File: src/rtl/sample_framer_if.sv
// Sample-word handshake and framed serial output bundle for sample_framer.
interface sample_framer_if #(
   parameter int DATA_W = 8
);
   logic [DATA_W-1:0] in_data;
   logic              in_valid;
   logic              in_ready;
   logic              tx_bit;
   logic              tx_frame;
   logic              tx_sof;
   logic              underrun;
   logic [15:0]       frame_count;

   modport master (
      output in_data, in_valid,
      input  in_ready, tx_bit, tx_frame, tx_sof, underrun, frame_count
   );

   modport slave (
      input  in_data, in_valid,
      output in_ready, tx_bit, tx_frame, tx_sof, underrun, frame_count
   );
endinterface

File: src/rtl/sample_framer.sv
// Serializes sample words MSB first into frames of sync word, FRAME_WORDS data
// words (zero fill on input gaps) and an additive checksum.
module sample_framer #(
   parameter int                DATA_W      = 8,
   parameter int                FRAME_WORDS = 16,
   parameter int                SYNC_W      = 16,
   parameter logic [SYNC_W-1:0] SYNC_WORD   = 16'hEB90
) (
   input  logic           clk,
   input  logic           reset_n,
   sample_framer_if.slave bus
);
   localparam int SH_W = (SYNC_W > DATA_W) ? SYNC_W : DATA_W;
   localparam int BC_W = $clog2(SH_W + 1);
   localparam int WC_W = $clog2(FRAME_WORDS + 1);
   localparam logic [SH_W-1:0] SYNC_LOAD = SH_W'(SYNC_WORD) << (SH_W - SYNC_W);

   typedef enum logic [1:0] {IDLE, SYNC, DATA, CSUM} state_t;

   state_t            state_reg, state_next;
   logic [DATA_W-1:0] hold_reg, hold_next;
   logic              hold_valid_reg, hold_valid_next;
   logic [SH_W-1:0]   shreg_reg, shreg_next;
   logic [BC_W-1:0]   bit_cnt_reg, bit_cnt_next;
   logic [WC_W-1:0]   word_cnt_reg, word_cnt_next;
   logic [DATA_W-1:0] csum_reg, csum_next;
   logic              tx_bit_reg, tx_bit_next;
   logic              tx_frame_reg, tx_frame_next;
   logic              tx_sof_reg, tx_sof_next;
   logic              underrun_reg, underrun_next;
   logic [15:0]       frame_count_reg, frame_count_next;
   logic              load_word;
   logic [DATA_W-1:0] word;

   always_ff @(posedge clk) begin
      if (!reset_n) begin
         state_reg       <= IDLE;
         hold_reg        <= '0;
         hold_valid_reg  <= 1'b0;
         shreg_reg       <= '0;
         bit_cnt_reg     <= '0;
         word_cnt_reg    <= '0;
         csum_reg        <= '0;
         tx_bit_reg      <= 1'b0;
         tx_frame_reg    <= 1'b0;
         tx_sof_reg      <= 1'b0;
         underrun_reg    <= 1'b0;
         frame_count_reg <= '0;
      end else begin
         state_reg       <= state_next;
         hold_reg        <= hold_next;
         hold_valid_reg  <= hold_valid_next;
         shreg_reg       <= shreg_next;
         bit_cnt_reg     <= bit_cnt_next;
         word_cnt_reg    <= word_cnt_next;
         csum_reg        <= csum_next;
         tx_bit_reg      <= tx_bit_next;
         tx_frame_reg    <= tx_frame_next;
         tx_sof_reg      <= tx_sof_next;
         underrun_reg    <= underrun_next;
         frame_count_reg <= frame_count_next;
      end
   end

   always_comb begin
      state_next       = state_reg;
      hold_next        = hold_reg;
      hold_valid_next  = hold_valid_reg;
      shreg_next       = shreg_reg;
      bit_cnt_next     = bit_cnt_reg;
      word_cnt_next    = word_cnt_reg;
      csum_next        = csum_reg;
      tx_bit_next      = 1'b0;
      tx_frame_next    = 1'b0;
      tx_sof_next      = 1'b0;
      underrun_next    = underrun_reg;
      frame_count_next = frame_count_reg;
      load_word        = 1'b0;
      word             = '0;

      // Accept only into an empty holding register, so accept and consume never collide
      if (bus.in_valid && !hold_valid_reg) begin
         hold_next       = bus.in_data;
         hold_valid_next = 1'b1;
      end

      if (state_reg == IDLE) begin
         if (hold_valid_reg) begin
            state_next   = SYNC;
            shreg_next   = SYNC_LOAD;
            bit_cnt_next = '0;
            csum_next    = '0;
         end
      end else begin
         tx_bit_next   = shreg_reg[SH_W-1];
         tx_frame_next = 1'b1;
         tx_sof_next   = (state_reg == SYNC) && (bit_cnt_reg == '0);
         shreg_next    = shreg_reg << 1;
         bit_cnt_next  = bit_cnt_reg + BC_W'(1);
         case (state_reg)
            SYNC: begin
               if (bit_cnt_reg == BC_W'(SYNC_W - 1)) begin
                  load_word     = 1'b1;
                  word_cnt_next = WC_W'(1);
                  state_next    = DATA;
               end
            end
            DATA: begin
               if (bit_cnt_reg == BC_W'(DATA_W - 1)) begin
                  if (word_cnt_reg == WC_W'(FRAME_WORDS)) begin
                     shreg_next   = SH_W'(csum_reg) << (SH_W - DATA_W);
                     bit_cnt_next = '0;
                     state_next   = CSUM;
                  end else begin
                     load_word     = 1'b1;
                     word_cnt_next = word_cnt_reg + WC_W'(1);
                  end
               end
            end
            default: begin
               if (bit_cnt_reg == BC_W'(DATA_W - 1)) begin
                  frame_count_next = frame_count_reg + 16'd1;
                  bit_cnt_next     = '0;
                  // A waiting word chains the next frame with no gap bit
                  if (hold_valid_reg) begin
                     state_next = SYNC;
                     shreg_next = SYNC_LOAD;
                     csum_next  = '0;
                  end else begin
                     state_next = IDLE;
                  end
               end
            end
         endcase
      end

      if (load_word) begin
         bit_cnt_next = '0;
         if (hold_valid_reg) begin
            word            = hold_reg;
            hold_valid_next = 1'b0;
         end else begin
            word          = '0;
            underrun_next = 1'b1;
         end
         shreg_next = SH_W'(word) << (SH_W - DATA_W);
         csum_next  = csum_reg + word;
      end
   end

   assign bus.in_ready    = !hold_valid_reg;
   assign bus.tx_bit      = tx_bit_reg;
   assign bus.tx_frame    = tx_frame_reg;
   assign bus.tx_sof      = tx_sof_reg;
   assign bus.underrun    = underrun_reg;
   assign bus.frame_count = frame_count_reg;
endmodule

File: src/flat_wrapper.sv
// flat-port wrapper written by rule: the top's interface ports become plain ports
module sample_framer_flat 
#(
   parameter int                DATA_W      = 8,
   parameter int                FRAME_WORDS = 16,
   parameter int                SYNC_W      = 16,
   parameter logic [SYNC_W-1:0] SYNC_WORD   = 16'hEB90
)
  (clk, reset_n, bus_in_data, bus_in_valid, bus_in_ready, bus_tx_bit, bus_tx_frame, bus_tx_sof, bus_underrun, bus_frame_count);
  sample_framer_if #(.DATA_W(DATA_W)) bus_i ();
  input  logic clk;
  input  logic reset_n;
  input wire logic [$bits(bus_i.in_data)-1:0] bus_in_data;
  input wire logic [$bits(bus_i.in_valid)-1:0] bus_in_valid;
  output wire logic [$bits(bus_i.in_ready)-1:0] bus_in_ready;
  output wire logic [$bits(bus_i.tx_bit)-1:0] bus_tx_bit;
  output wire logic [$bits(bus_i.tx_frame)-1:0] bus_tx_frame;
  output wire logic [$bits(bus_i.tx_sof)-1:0] bus_tx_sof;
  output wire logic [$bits(bus_i.underrun)-1:0] bus_underrun;
  output wire logic [$bits(bus_i.frame_count)-1:0] bus_frame_count;
  assign bus_i.in_data = bus_in_data;
  assign bus_i.in_valid = bus_in_valid;
  assign bus_in_ready = bus_i.in_ready;
  assign bus_tx_bit = bus_i.tx_bit;
  assign bus_tx_frame = bus_i.tx_frame;
  assign bus_tx_sof = bus_i.tx_sof;
  assign bus_underrun = bus_i.underrun;
  assign bus_frame_count = bus_i.frame_count;
  sample_framer #(.DATA_W(DATA_W), .FRAME_WORDS(FRAME_WORDS), .SYNC_W(SYNC_W), .SYNC_WORD(SYNC_WORD)) u_core (.clk(clk), .reset_n(reset_n), .bus(bus_i));
endmodule
File: config.mk
export PLATFORM = sky130hd
export DESIGN_NAME = sample_framer_flat
export DESIGN_NICKNAME = d
export VERILOG_FILES = /design/src/rtl/sample_framer_if.sv /design/src/rtl/sample_framer.sv /design/src/flat_wrapper.sv
export SDC_FILE = /design/constraint.sdc
export NUM_CORES = 1
export LEC_CHECK = 0
export ABC_AREA = 0
export CAP_MARGIN = 20
export CORE_AREA = 2 2 64 126
export DETAILED_ROUTE_END_ITERATION = 12
export DIE_AREA = 0 0 66 128
export PLACE_DENSITY = 0.73
export SLEW_MARGIN = 20
export SYNTH_ARGS = -nofsm -noshare
export SYNTH_HDL_FRONTEND = slang
export SYNTH_SLANG_ARGS = --single-unit
File: constraint.sdc
create_clock -name clk -period 2.6 [get_ports clk]
set_clock_uncertainty 0.2 [all_clocks]
set_input_delay 0.52 -clock clk [delete_from_list [all_inputs] [get_ports clk]]
set_output_delay 0.52 -clock clk [all_outputs]
set_load 0.005 [all_outputs]
Yosys cells after proc, flatten, opt, wreduce, memory -nomap -nowiden
Index checks and enable logic that the tools add are counted.
{"block": "classes", "n_bitwise": 4, "n_addsub": 4, "eq_ne": 14, "muxes": 42, "n_reduce_logical": 16}
{"operator": "16-bit 2-to-1 mux", "count": 7}
{"operator": "8-bit 2-to-1 mux", "count": 7}
{"operator": "5-bit 2-to-1 mux", "count": 8}
{"operator": "16-bit case mux with 2 select lines", "count": 1}
{"operator": "5-bit case mux with 2 select lines", "count": 2}
{"operator": "16-bit by 1-bit adder with 16-bit output, second input constant", "count": 1}
{"operator": "2-bit 2-to-1 mux", "count": 6}
{"operator": "3-bit by 1-bit != test with 1-bit output, second input constant", "count": 4}
{"operator": "5-bit by 1-bit adder with 5-bit output, second input constant", "count": 2}
{"operator": "5-bit AND reduction", "count": 2}
{"operator": "1-bit 2-to-1 mux", "count": 9}
{"operator": "8-bit adder", "count": 1}
{"operator": "3-bit nonzero test", "count": 2}
{"operator": "2-bit OR reduction", "count": 3}
{"operator": "5-bit by 3-bit == test with 1-bit output, second input constant", "count": 1}
{"operator": "5-bit by 4-bit == test with 1-bit output, second input constant", "count": 1}
{"operator": "5-bit == test, second input constant", "count": 1}
{"operator": "5-bit logical NOT", "count": 1}
{"operator": "2-bit by 1-bit != test with 1-bit output, second input constant", "count": 2}
{"operator": "2-bit != test, second input constant", "count": 2}
{"operator": "1-bit inverter", "count": 4}
{"operator": "2-bit case mux with 2 select lines", "count": 1}
{"operator": "2-bit AND reduction", "count": 2}
{"operator": "3-bit by 2-bit != test with 1-bit output, second input constant", "count": 1}
{"operator": "8 further kinds", "count": 9}
{"block": "totals", "elab_cells": 93, "in_bits": 11, "output_inout_bits": 21, "reg_bits": 65}

Longest topological paths before layout
Gate-level depths: netlist of the first run.
{"block": "logic_depth", "depth_word": 8, "depth_mapped": 10, "mapped_depth_nobuf": 8}

Worst setup path after synthesis of the first run
OpenSTA, ideal clock, no wires.
{"block": "synth_path", "path_kind": "flip-flop to flip-flop", "start": "register u_core.hold_valid_reg", "end": "register u_core.csum_reg[7]", "setup_slack_ps": 292, "arrival_time_ps": 1991, "path_buffers": 1, "stages_incl_launch_ff": 9, "synth_period_minus_slack_ps": 2308, "path_cell_list": "dfxtp_1 clkbuf_1 and2_1 ha_1 a211oi_1 o21bai_1 o211ai_1 nand3_1 a22o_1"}
{"block": "synth_via", "elab_chain_len": 5}
{"element": "start: declaration", "line_no": "sample_framer.sv:22", "source": "logic hold_valid_reg, hold_valid_next;"}
{"element": "start signal: assignment", "line_no": "sample_framer.sv:52", "source": "hold_valid_reg <= hold_valid_next;"}
{"element": "branches (longest 4 deep; another with 8-bit adder)"}
{"element": "8-bit 2-to-1 mux (*)", "line_no": "sample_framer.sv:137", "source": "if (load_word) begin"}
{"element": "end signal: assignment", "line_no": "sample_framer.sv:56", "source": "csum_reg <= csum_next;"}
{"element": "end: declaration", "line_no": "sample_framer.sv:26", "source": "logic [DATA_W-1:0] csum_reg, csum_next;"}
Mark *: on every way between the ends. The select of a mux whose other input is x is not followed.
A chain may end at the register's enable or synchronous reset.

Worst setup path after layout of the first run
{"block": "layout_path", "start": "register u_core.hold_valid_reg", "end": "register u_core.csum_reg[6]"}
Same word-level chain as after synthesis.

==> summary by stage, run 1 <==
GRT
After global routing, the most crowded layer is met2. The met1 routing resource usage after global routing is between 10% and 20%. For met2 alone, demand over resource in global routing was 37.79%.

The met3 track demand over resource in global routing is around 4.6%. The all-layer global routing usage is 20.64%. Entering global routing, the biggest net connects 40 pins. The via count of the first global-routing pass came to 2887. The overflow left after global routing is 0. The initial antenna violation count is 0. The first global-routing pass estimated 13190 µm of wire.

CTS
Buffers added to address setup during post-CTS repair amount to 0. The insertion delay to the later sink of the worst-skew pair is 0.33 ns. Gates resized during post-CTS repair numbered 0. The H-tree was split into 3 levels. The number of buffers created by CTS is 9. In this run the clock root is driven by a clkbuf_16. The number of clock sinks seen by CTS is 61. In this run, post-CTS hold repair placed 0 buffers. The longest clock path from root to sink contains 2 buffers. The TritonCTS clock tree is done. The register clock-pin slew on the reported worst setup and hold paths is approximately 0.050 ns.

Synthesis
The post-synthesis average cell area is about 8.7 µm². Of all flip-flops after synthesis, the portion carrying an async set or reset was 0%. The synthesized netlist contains 56 unique library cells. The number of warning messages in the yosys log is 0. The total standard cell area after synthesis is 3257 µm². Yosys mapped a number of flops with a built-in enable equal to 0.

For this run, the leading register cell type out of synthesis is dfxtp_1. In this run, synthesis produced a sequential element count of 61. After synthesis, flip-flops and latches occupy a little under two fifths of the total area. Synthesis produced 373 cells. The number of nets produced by synthesis is between 400 and 500.

Timing
The final count of pins violating max slew is 0. After layout, the worst path uses 92.05% of the clock period. At the pin with the least slew margin, the transition time is 0.6447 ns. The final number of hold-violating endpoints is 0.

For the final routed database, the setup TNS stands at 0 ns. The count of endpoints failing setup in the final report is 0. Final hold analysis gives a worst-case slack of around 0.26 ns.

The highest clock frequency the design can meet is roughly 420 MHz. The worst-case headroom to the max-slew limit is about 57%. Setup repair after global routing left no endpoint under its margin. The worst path in the final design needs a cycle of between 2 and 2.5 ns, including I/O delays and setup.

Pwr
IR analysis of the VDD net gives a maximum drop of 522.0 µV. The leakage power of the design is 1.630 nW. For this design the ratio of total power to cell area is 605.2 nW/µm².

Routing
The number of nets still failing antenna checks after routing is 0. After detailed routing, the number of remaining DRC violations is 0. The ratio of routed vias to standard cells is roughly 5.6. The total wire length after detailed routing is 7889 µm. For this run, the detailed router's first-pass iteration total came to 4. The post-detailed-route wirelength per cell is 15.59 µm.

For this block, the via count after detailed routing is 2857. The number of design-rule violations left by the first detailed-router iteration is 126.

Setup path
The worst setup path is of the reg2reg kind. Counting both buffers and inverters, the worst setup path holds a total of 0. The worst setup path is launched from a flip-flop.

On the worst path, the slowest cell contributes a delay of about 0.43 ns. The kind of end point of the critical path is a flip-flop. The kind of cell with the highest combined delay along the critical path is compound AO/OA/AOI/OAI gates. For the worst setup path, the data required time is roughly 2.6 ns. The largest individual stage delay along the critical path comes from the cell fa_1. The critical path goes through and2_1, ha_1, fa_1, a211oi_1, o21bai_1, a21oi_1, xnor2_1, a22o_1. At the worst endpoint, the arrival time is 2.41 ns. The peak fanout along the critical path is 12.

Die
The die outline area is 8448 µm². The chip height is approximately 130 µm. The floorplan step set the die width to 66 µm.

Row generation in the floorplan step produced 45 rows. The initial standard-cell utilization of the core is 43.17%. In this run the standard cell core region covers 7545 µm². For this design the top-level I/O count stands at 32.

Final layout
The post-route netlist has approximately 7.5% of its cells at a drive strength greater than 1. The filler cells instantiated in the layout total 735. The post-route non-filler standard cell count is between 500 and 600. At the end of the flow, the number of nets in the layout was 436. 0 antenna diodes ended up in the layout. The post-synthesis to final-layout area growth is 22.17%.

The register with the most flip-flops in the layout has 16 of them.

Placed design
The placer congestion estimate is 0.9445. The final HPWL from detailed placement is 6043 µm. In this run, placement finished with an instance count of between 400 and 500. The number of buffers added on ports is 31.

Flow run
The max-cap violation count is 0.

Min path
The min-delay analysis places its worst path in the category reg2reg.

Status
The flow ran to the end, and the final reports show no timing, DRC or antenna violations.
[cell families after synthesis]
logic type	Yosys count	share of synthesized area, %
AOI/OAI and AO/OA	96	21.48
xor gates and xnor gates	23	6.185
adders and majority gates	17	6.761
buffers and inverters	32	4.072
DFF	61	37.50
muxes	2	0.6531
and+or+nand+nor	142	23.36
[worst register-to-register path: cells and delay by family, from the launching register on]
kind | cells | cell delay (ns)
simple gates | 1 | 0.24
fa+ha+maj | 2 | 0.65
compound gates | 4 | 0.68
xor+xnor | 1 | 0.08
flops | 1 | 0.41
[per-stage QoR]
stage	setup slack [ns]	total power [mW]	utilization [%]	instance area [µm²]
3_3_place_gp	0.3032	1.321	49.04	3700
6_report	0.2067	2.408	52.74	3979
4_1_cts	0.2208	2.429	52.74	3979
3_5_place_dp	0.2382	1.325	49.04	3700
5_1_grt	0.0006322	2.510	52.74	3979
2_1_floorplan	0.2918	1.224	-	3257
[report_power, final]
part	internal, mW	total (mW)	leakage [nW]	switching (mW)
logic	0.126	0.300	0.996	0.174
clock network	0.714	1.10	0.139	0.384
registers	0.976	1.01	0.495	0.0335
[cells in the mapped netlist, types with 6 or more instances]
master    number  area, µm²
inv_1         14      52.55
nand2_1       47      176.4
a222oi_1       6      60.06
clkbuf_1      15      56.30
o21ai_0       16      80.08
ha_1          16      200.2
a21boi_0      11      82.58
nor3_1         7      35.03
dfxtp_1       61       1221
and2_1        24      150.1
nor2b_1       11      68.82
nand3_1       12      60.06
a22o_1         8      70.07
nor2_1        15      56.30
a21oi_1       22      110.1
xnor2_1       19      166.4
[cells in the final DEF (no fill, tap or decap), types with 3 or more instances in the layout]
master	Yosys	layout
nand3_1	12	12
nor2_1	15	15
clkdlybuf4s50_1	0	31
nor2b_1	11	11
xor2_1	4	4
buf_4	1	10
and4_1	3	3
nand4_1	4	4
ha_1	16	16
xnor2_1	19	19
and2_1	24	24
clkbuf_16	0	9
a222oi_1	6	6
a22o_1	8	8
nor3b_1	3	3
a221oi_1	4	4
and3_1	5	5
dfxtp_1	61	61
inv_1	14	14
a21oi_1	22	22
nor3_1	7	7
o21ai_0	16	16
clkbuf_8	0	3
nand2_1	47	47
o211ai_1	3	3
a21boi_0	11	11
[path summary, 6_finish.rpt]
kind | cells past startpoint | endpoint | start | slack (ns)
worst max register to register | 8 | u_core.csum_reg[6] | u_core.hold_valid_reg | 0.21
worst min-delay path | 2 | u_core.hold_reg[3] | u_core.hold_reg[3] | 0.26
worst max-delay path | 8 | u_core.csum_reg[6] | u_core.hold_valid_reg | 0.21
worst min register to register | 2 | u_core.hold_reg[3] | u_core.hold_reg[3] | 0.26
[per-layer routing]
layer	routed length, µm	up-vias
met5	0	-
met4	477	0
met2	4308	78
li1	-	1407
met3	288	37
met1	2815	1335
[layout make-up]
type                    instances  area, µm²  area share, %
well taps                      94      117.6          2.956
flip-flops and latches         61       1221          30.69
clock inverters                 1      5.005         0.1258
inverters                      14      52.55          1.321
multi-input cells             280       1903          47.83
repair buffers                 42      405.4          10.19
clock buffers                  14      274.0          6.887
No activity file was read; power rests on OpenSTA's default activity.
==> run 2, diff against run 1 <==
Settings changed: CAP_MARGIN 20 to 10, CTS_CLUSTER_SIZE from default to 10, TNS_END_PERCENT from default to 30.
==> results of run 2 <==
Final layout, timing and power as in run 1 (identical DEF).
